`src/rtl/counter_chain_acc.sv`:
```
// counter_chain_acc: (1,5)-counter / LOOKAHEAD8 carry-chain bit-heap reducer feeding a
// handshaked PASS/ACC/DUMP accumulator. Define COUNTER_CHAIN_SAT_EN for saturating adds.
module counter_chain_acc #(
   parameter int unsigned LENGTH = 3,
   parameter int unsigned ACC_W  = 32,
   parameter int unsigned CNT_W  = 8,
   parameter string       USETNM = "USET0"
) (
   input  logic                clk,
   input  logic                rst_n,
   input  logic                in_valid,
   output logic                in_ready,
   input  logic [1:0]          mode,
   input  logic                clr,
   input  logic [4:0]          C0,
   input  logic                C1,
   input  logic [4*LENGTH-1:0] CL0,
   input  logic [LENGTH-1:0]   CL1,
   output logic                out_valid,
   input  logic                out_ready,
   output logic [ACC_W-1:0]    out_data,
   output logic [CNT_W-1:0]    out_cnt,
   output logic                ovf
);
   localparam int unsigned SUM_W = 2*LENGTH + 3;
   localparam int unsigned NCOL  = LENGTH + 1;
   localparam int unsigned NOLA  = (NCOL + 3) / 4;

   typedef enum logic [1:0] {
      MODE_PASS = 2'b00,
      MODE_ACC  = 2'b01,
      MODE_DUMP = 2'b10,
      MODE_RSVD = 2'b11
   } mode_e;

   if (ACC_W < SUM_W) begin : g_acc_w_chk
      $error("counter_chain_acc: ACC_W (%0d) narrower than SUM_W (%0d)", ACC_W, SUM_W);
   end
   if (USETNM == "") begin : g_uset_chk
      $error("counter_chain_acc: USETNM must name a placement set");
   end

   // Column 0 is the tail (C0[3:0], C1); C0[4] enters as the chain carry-in.
   logic [NCOL-1:0][3:0] col_q;
   logic [NCOL-1:0]      col_d;
   logic [NCOL-1:0][2:0] col_val;
   logic [NCOL-1:0]      col_g;
   logic [NCOL-1:0]      col_p;
   logic [NCOL:0]        cy;
   logic [SUM_W-1:0]     sum_s;

   assign col_q = {CL0, C0[3:0]};
   assign col_d = {CL1, C1};
   assign cy[0] = C0[4];

   for (genvar k = 0; k < NCOL; k++) begin : g_col
      assign col_val[k] = 3'(col_q[k][0]) + 3'(col_q[k][1]) + 3'(col_q[k][2])
                        + 3'(col_q[k][3]) + {1'b0, col_d[k], 1'b0};
      assign col_g[k]   = col_val[k][2];
      assign col_p[k]   = (col_val[k] == 3'd3);
      assign sum_s[2*k +: 2] = col_val[k][1:0] + {1'b0, cy[k]};
   end
   assign sum_s[SUM_W-1] = cy[NCOL];

   // Each LOOKAHEAD8 covers four columns; every carry inside depends only on the block carry-in.
   for (genvar b = 0; b < NOLA; b++) begin : g_la8
      localparam int unsigned LO = 4*b;
      localparam int unsigned BW = ((NCOL - LO) < 4) ? (NCOL - LO) : 4;
      logic [BW-1:0] grp_g;
      logic [BW-1:0] grp_p;
      for (genvar j = 0; j < BW; j++) begin : g_pfx
         if (j == 0) begin : g_first
            assign grp_g[j] = col_g[LO];
            assign grp_p[j] = col_p[LO];
         end else begin : g_next
            assign grp_g[j] = col_g[LO+j] | (col_p[LO+j] & grp_g[j-1]);
            assign grp_p[j] = col_p[LO+j] & grp_p[j-1];
         end
         assign cy[LO+j+1] = grp_g[j] | (grp_p[j] & cy[LO]);
      end
   end

   logic             s1_valid;
   logic [SUM_W-1:0] s1_sum;
   mode_e            s1_mode;
   logic             adv;
   logic             accept;

   assign adv      = s1_valid & (~out_valid | out_ready);
   assign in_ready = ~s1_valid | adv;
   assign accept   = in_valid & in_ready;

   always_ff @(posedge clk or negedge rst_n) begin
      if (!rst_n) begin
         s1_valid <= 1'b0;
         s1_sum   <= '0;
         s1_mode  <= MODE_PASS;
      end else if (accept) begin
         s1_valid <= 1'b1;
         s1_sum   <= sum_s;
         s1_mode  <= mode_e'(mode);
      end else if (adv) begin
         s1_valid <= 1'b0;
      end
   end

   logic [ACC_W-1:0] acc;
   logic [CNT_W-1:0] acc_cnt;
   logic             dump_pend;
   logic [ACC_W-1:0] s1_ext;
   logic [ACC_W:0]   add_full;
   logic [ACC_W-1:0] add_res;
   logic             add_c;
   logic [CNT_W-1:0] cnt_next;
   logic             ovf_live;

   always_comb begin
      s1_ext   = ACC_W'(s1_sum);
      add_full = {1'b0, acc} + {1'b0, s1_ext};
      add_c    = add_full[ACC_W];
      add_res  = add_full[ACC_W-1:0];
`ifdef COUNTER_CHAIN_SAT_EN
      if (add_c) add_res = '1;
`endif
      cnt_next = (&acc_cnt) ? acc_cnt : acc_cnt + CNT_W'(1);
      // A DUMP's carry is shown on ovf for one cycle only.
      ovf_live = ovf & ~dump_pend;
   end

   always_ff @(posedge clk or negedge rst_n) begin
      if (!rst_n) begin
         out_valid <= 1'b0;
         out_data  <= '0;
         out_cnt   <= '0;
         acc       <= '0;
         acc_cnt   <= '0;
         ovf       <= 1'b0;
         dump_pend <= 1'b0;
      end else begin
         dump_pend <= 1'b0;
         ovf       <= clr ? 1'b0 : ovf_live;
         if (clr) begin
            acc     <= '0;
            acc_cnt <= '0;
         end
         if (out_ready) out_valid <= 1'b0;
         if (adv) begin
            case (s1_mode)
               MODE_ACC: begin
                  if (clr) begin
                     acc     <= s1_ext;
                     acc_cnt <= CNT_W'(1);
                  end else begin
                     acc     <= add_res;
                     acc_cnt <= cnt_next;
                     ovf     <= ovf_live | add_c;
                  end
               end
               MODE_DUMP: begin
                  out_valid <= 1'b1;
                  out_data  <= add_res;
                  out_cnt   <= cnt_next;
                  acc       <= '0;
                  acc_cnt   <= '0;
                  ovf       <= add_c;
                  dump_pend <= 1'b1;
               end
               default: begin
                  out_valid <= 1'b1;
                  out_data  <= s1_ext;
                  out_cnt   <= CNT_W'(1);
               end
            endcase
         end
      end
   end

endmodule

```
`config.mk`:
```
export PLATFORM = sky130hd
export DESIGN_NAME = counter_chain_acc
export DESIGN_NICKNAME = d
export VERILOG_FILES = /design/src/rtl/counter_chain_acc.sv
export SDC_FILE = /design/constraint.sdc
export NUM_CORES = 1
export LEC_CHECK = 0
export CORE_AREA = 5 5 111 113
export CTS_CLUSTER_DIAMETER = 60
export CTS_CLUSTER_SIZE = 20
export DETAILED_ROUTE_END_ITERATION = 10
export DIE_AREA = 0 0 116 118
export PLACE_DENSITY_LB_ADDON = 0.1
export SYNTH_ARGS = -nofsm -noshare
export SYNTH_HDL_FRONTEND = slang
export SYNTH_SLANG_ARGS = --single-unit
```
`constraint.sdc`:
```
create_clock -name clk -period 2.8 [get_ports clk]
set_input_delay 0.56 -clock clk [delete_from_list [all_inputs] [get_ports clk]]
set_output_delay 0.56 -clock clk [all_outputs]
set_load 0.01 [all_outputs]
```
# Yosys cells after proc, flatten, opt, wreduce, memory -nomap -nowiden
# Cells that the tools add are included.
# word_totals
out_inout_bits,43
ff_bits,95
in_bits,28
elab_cells,90
# classes
eq_ne,6
add_sub_neg,22
bitwise_logic,27
mux,22
reduce_logical,3
# op_table
operator,n
32-bit case mux with 2 select lines,2
32-bit two-way mux,3
32-bit by 9-bit adder with 33-bit output,1
8-bit two-way mux,4
8-bit case mux with 2 select lines,2
1-bit AND,13
2-bit by 1-bit adder with 3-bit output,4
3-bit by 1-bit adder with 3-bit output,4
3-bit by 2-bit adder with 3-bit output,4
3-bit by 2-bit equality test with 1-bit output (second input constant),4
1-bit two-way mux,10
1-bit bitwise OR,10
1-bit by 1-bit adder with 2-bit output,4
2-bit by 1-bit adder with 2-bit output,4
8-bit by 1-bit adder with 8-bit output (second input constant),1
8-bit AND reduction,1
1-bit inverter,4
2-bit by 1-bit equality test with 1-bit output (second input constant),1
2-bit equality test (second input constant),1
1-bit case mux with 2 select lines,1
2-bit AND reduction,1
2-bit nonzero test,1

# Logic depth before layout (Yosys ltp)
# depth
depth_word,12
mapped_depth,10
mapped_depth_nobuf,10

# Least setup slack after synthesis
# Ideal clock, no wire load.
# synth_path
kind,input to register
startpoint,in C0[0]
endpoint,reg s1_sum[6]
setup_time_ns,0.125
path_stages,9
slack_ns,-0.170
required_time_ns,2.675
n_path_buf,0
arrival_ns,2.845
cell_sequence,fa_1 ha_1 fa_1 a31o_2 nand3b_1 nand2_1 a31o_2 ha_1 mux2_2
# synth_between
elab_chain_cells,10
elab_cells_between_ends,14
cone_classes,add/sub: 5; eq/ne: 1; bitwise: 8
# synth_rtl
element,line,text
from (decl),15,"input logic [4:0] C0,"
1-bit by 1-bit adder with 2-bit output *,57,assign col_val[k] = 3'(col_q[k][0]) + 3'(col_q[k][1]) + 3'(col_q[k][2])
2-bit by 1-bit adder with 3-bit output *,57,
3-bit by 1-bit adder with 3-bit output *,58,"+ 3'(col_q[k][3]) + {1'b0, col_d[k], 1'b0};"
3-bit by 2-bit adder with 3-bit output *,58,
3-bit by 2-bit equality test with 1-bit output or 1-bit AND (tied branches),"60, 76",
1-bit AND or 1-bit bitwise OR (tied branches),"77, 76",
"1-bit AND, on equally long branches","77, 76",
1-bit AND or 1-bit bitwise OR (tied branches),"79, 76",
1-bit bitwise OR *,79,assign cy[LO+j+1] = grp_g[j] | (grp_p[j] & cy[LO]);
2-bit by 1-bit adder with 2-bit output *,61,"assign sum_s[2*k +: 2] = col_val[k][1:0] + {1'b0, cy[k]};"
via sum_s[6],50,logic [SUM_W-1:0] sum_s;
to (signal assigned),100,s1_sum <= sum_s;
to (decl),84,logic [SUM_W-1:0] s1_sum;
# Mark *: on every way through the listed nets, which the timed path passes. The rest lies on a longest branch.
# A chain may end at the register's enable or synchronous reset.

# Worst setup path after layout
# Ends and elaborated chain as after synthesis.

==> run metrics <==
final cell count without fillers=807; Clock Sink Count=95; cells traversed along the worst timing path=clkbuf_2 > fa_1 > ha_2 > fa_1 > a31o_2 > nand3b_1 > nand2_2 > a31o_4 > ha_4 > mux2_4; HPWL reported at the end of detailed placement=9700 um; number of nets in the final layout=716; remaining global-route overflow=0; clk slew on worst S/H paths=0.06 ns; routed length on met1=5920 um; area of the core=11,200 um2; post-CTS setup buffers=0; Synth top area share=43.7%; total number of vias=4,638; Clock Tree Buf Depth=2; synth warn=0; routed wire length=13,100 um; critical setup path kind=primary input to register; class of the tightest hold or removal check=primary input to asynchronous set/reset pin; number of global-route vias before repair=4,826; share of the clock period used by the worst path after layout=96.7%; category of the worst setup path capture point=register; final slew viol count=0; number of buffers created by CTS=9; Achievable Freq=369 MHz; antenna fix cells=0; EDFF count, synth=0; unrepaired setup endpoints after global routing=no; Max H-tree Level=3; pre-CTS WS=-0.657 ns; Cell Area, Synth=5440 um2; fraction of layout cells with a size suffix above 1=10.2%; TritonCTS clock tree=done; wire length on met2=6370 um; Worst Slack Setup Final=0.0911 ns; buffers added on ports=70; wire length of the first global-routing pass=22,900 um; design area=6720 um2; number of search-and-repair iterations in the first detailed-routing pass=4; final hold violation count=0; Max IR drop VDD=0.000357 V; P_leak=0.00291 uW; outcome=finished, final reports clean; required time worst endpoint=3.03 ns; critical path's most frequent cell=fa_1; overall track demand over capacity in global routing=20.7%; final worst clock skew=0.00945 ns; total instance count after detailed placement=791; routability-driven placement congestion ratio=0.883; sequential cell area fraction in the yosys report=43.7%; sum of negative setup slack=0 ns; Tightest Pin Transition=1.21 ns; launching element type of the critical path=primary input; die footprint=13,700 um2; DR vias/cell=5.75; main flop type after synthesis=dfrtp_1; vertical die dimension=118 um; DR WL met3=594 um; power density over the cells=593 nW/um2; synthesized netlist net count=638; asr flop ratio synth=100%; cell at the root of the clock tree=clkbuf_16; Placed Area=6420 um2; clock insertion delay at the later pin of the skew report=0.35 ns; number of standard cells after synthesis=581; # Max-Cap Violations=0; unique cell type count in the Yosys netlist=53; hold buffer count at CTS=0; maximum single-stage delay on the critical path=0.55 ns; fill cell count=1,038; largest cells by area after synthesis=dfrtp_1, o21ai_0, nand2_1; maximum fanout along the worst path=2; wire length per cell=16.3 um; Starting DRT DRC Count=331; total DRC errors in the routed layout=0; antenna violations before repair=0; Starting Density=48.4%; headroom to the max-slew limit=18.7%; cell at the slowest stage of the critical path=fa_1; number of synthesized register bits=95; Synth area leader=dfrtp_1; post-route minimum period=2.71 ns; final setup violating endpoints=0; Area growth, synth to finish=23.7%; site row count=39; largest net degree at the start of global routing=55; Post-Syn Area per Cell=9.35 um2; Detail Route Antenna Nets=0; arrival time reported for the critical path endpoint=2.94 ns; boundary pin count=71; highest routing layer actually used=met4; die extent in x=116 um
## report_power, final
part | internal (uW) | total, uW | switching [uW]
Sequential | 1510 | 1640 | 123
Clock | 699 | 1220 | 519
Combinational | 508 | 1130 | 621
## flip-flops by register name (all words and copies together), names as in the netlist
name       flops
acc_cnt        8
s1_valid       1
s1_mode        2
s1_sum         9
out_cnt        8
out_data      32
out_valid      1
ovf            1
dump_pend      1
acc           32
## routing by layer
layer / track usage (%) / vias to the layer above
met2: 34.2 / 113
met5: 0 / -
met3: 3.29 / 17
met1: 27.7 / 2258
met4: 6.82 / 0
li1: - / 2250
## cells in the mapped netlist, drive strengths merged (7+ instances only)
library cell / count
a21oi: 24
nor3: 10
xor2: 10
dfrtp: 95
o21ai: 67
mux2: 9
nor2: 23
ha: 20
inv: 17
mux2i: 10
xnor2: 23
fa: 9
nand2: 87
a22oi: 7
nand3: 34
buf: 7
o31ai: 10
and3: 14
a31oi: 10
clkbuf: 22
## area by class of cell
| type | instances | area [um2] | area share [%] |
|---|---|---|---|
| Tap cell | 143 | 179 | 2.66 |
| Clock buffer | 14 | 284 | 4.22 |
| Inverter | 17 | 63.8 | 0.949 |
| Timing Repair Buffer | 96 | 891 | 13.2 |
| Multi-Input combinational cell | 440 | 2920 | 43.4 |
| Sequential cell | 95 | 2380 | 35.4 |
| Clock inverter | 2 | 12.5 | 0.186 |
## cell families after synthesis
group                      after synthesis  share of synthesized area [%]
buffers and inverters                   46                           3.29
DFF                                     95                           43.7
xor gates and xnor gates                33                           5.32
muxes                                   19                           3.71
adders and majority gates               29                           7.92
and+or+nand+nor                        201                           18.0
AOI/OAI and AO/OA                      158                           18.1
## layout by cell type, fill, tap and decap left out, drive strengths merged, types with 14 or more instances in the layout
cell           count
dfrtp             95
nand2             87
o21ai             67
clkdlybuf4s50     63
nand3             34
buf               27
a21oi             24
nor2              23
xnor2             23
ha                20
inv               17
clkbuf            17
and3              14
## metrics by stage
step                      power (uW)  util, %  hold slack, ns
final                           3980     59.9           0.204
after CTS                       4020     59.9           0.226
after global routing            4230     59.9           0.256
after floorplan                 2300        -           0.264
after global placement          2750     57.2           0.461
after detailed placement        2780     57.2           0.472
## worst paths after layout
path / from / end / slack, ns / cells after the start
worst max register to register: s1_sum[0]$_DFFE_PN0P_ / out_data[10]$_DFFE_PN0P_ / 0.23 / 9
worst min register to register: out_data[19]$_DFFE_PN0P_ / out_data[19]$_DFFE_PN0P_ / 0.48 / 2
min in group clk: out_data[19]$_DFFE_PN0P_ / out_data[19]$_DFFE_PN0P_ / 0.48 / 2
worst max-delay path: C0[0] / s1_sum[6]$_DFFE_PN0P_ / 0.09 / 10
worst min-delay path: rst_n / out_data[9]$_DFFE_PN0P_ / 0.20 / 1
max in group asynchronous: rst_n / s1_mode[1]$_DFFE_PN0P_ / 1.91 / 2
## repair_timing
item | in CTS | in global routing
pin swaps | 7 | 8
resized for setup | 7 | 10
endpoints found under the setup margin | 7 | 13
## critical path: cells and delay by family
family	cells	cell delay, ns
adders and majority gates	4	1.36
and+or+nand+nor	2	0.17
buffers and inverters	1	0.09
muxes	1	0.26
AOI/OAI and AO/OA	2	0.50
No activity file was read; power rests on OpenSTA's default activity.
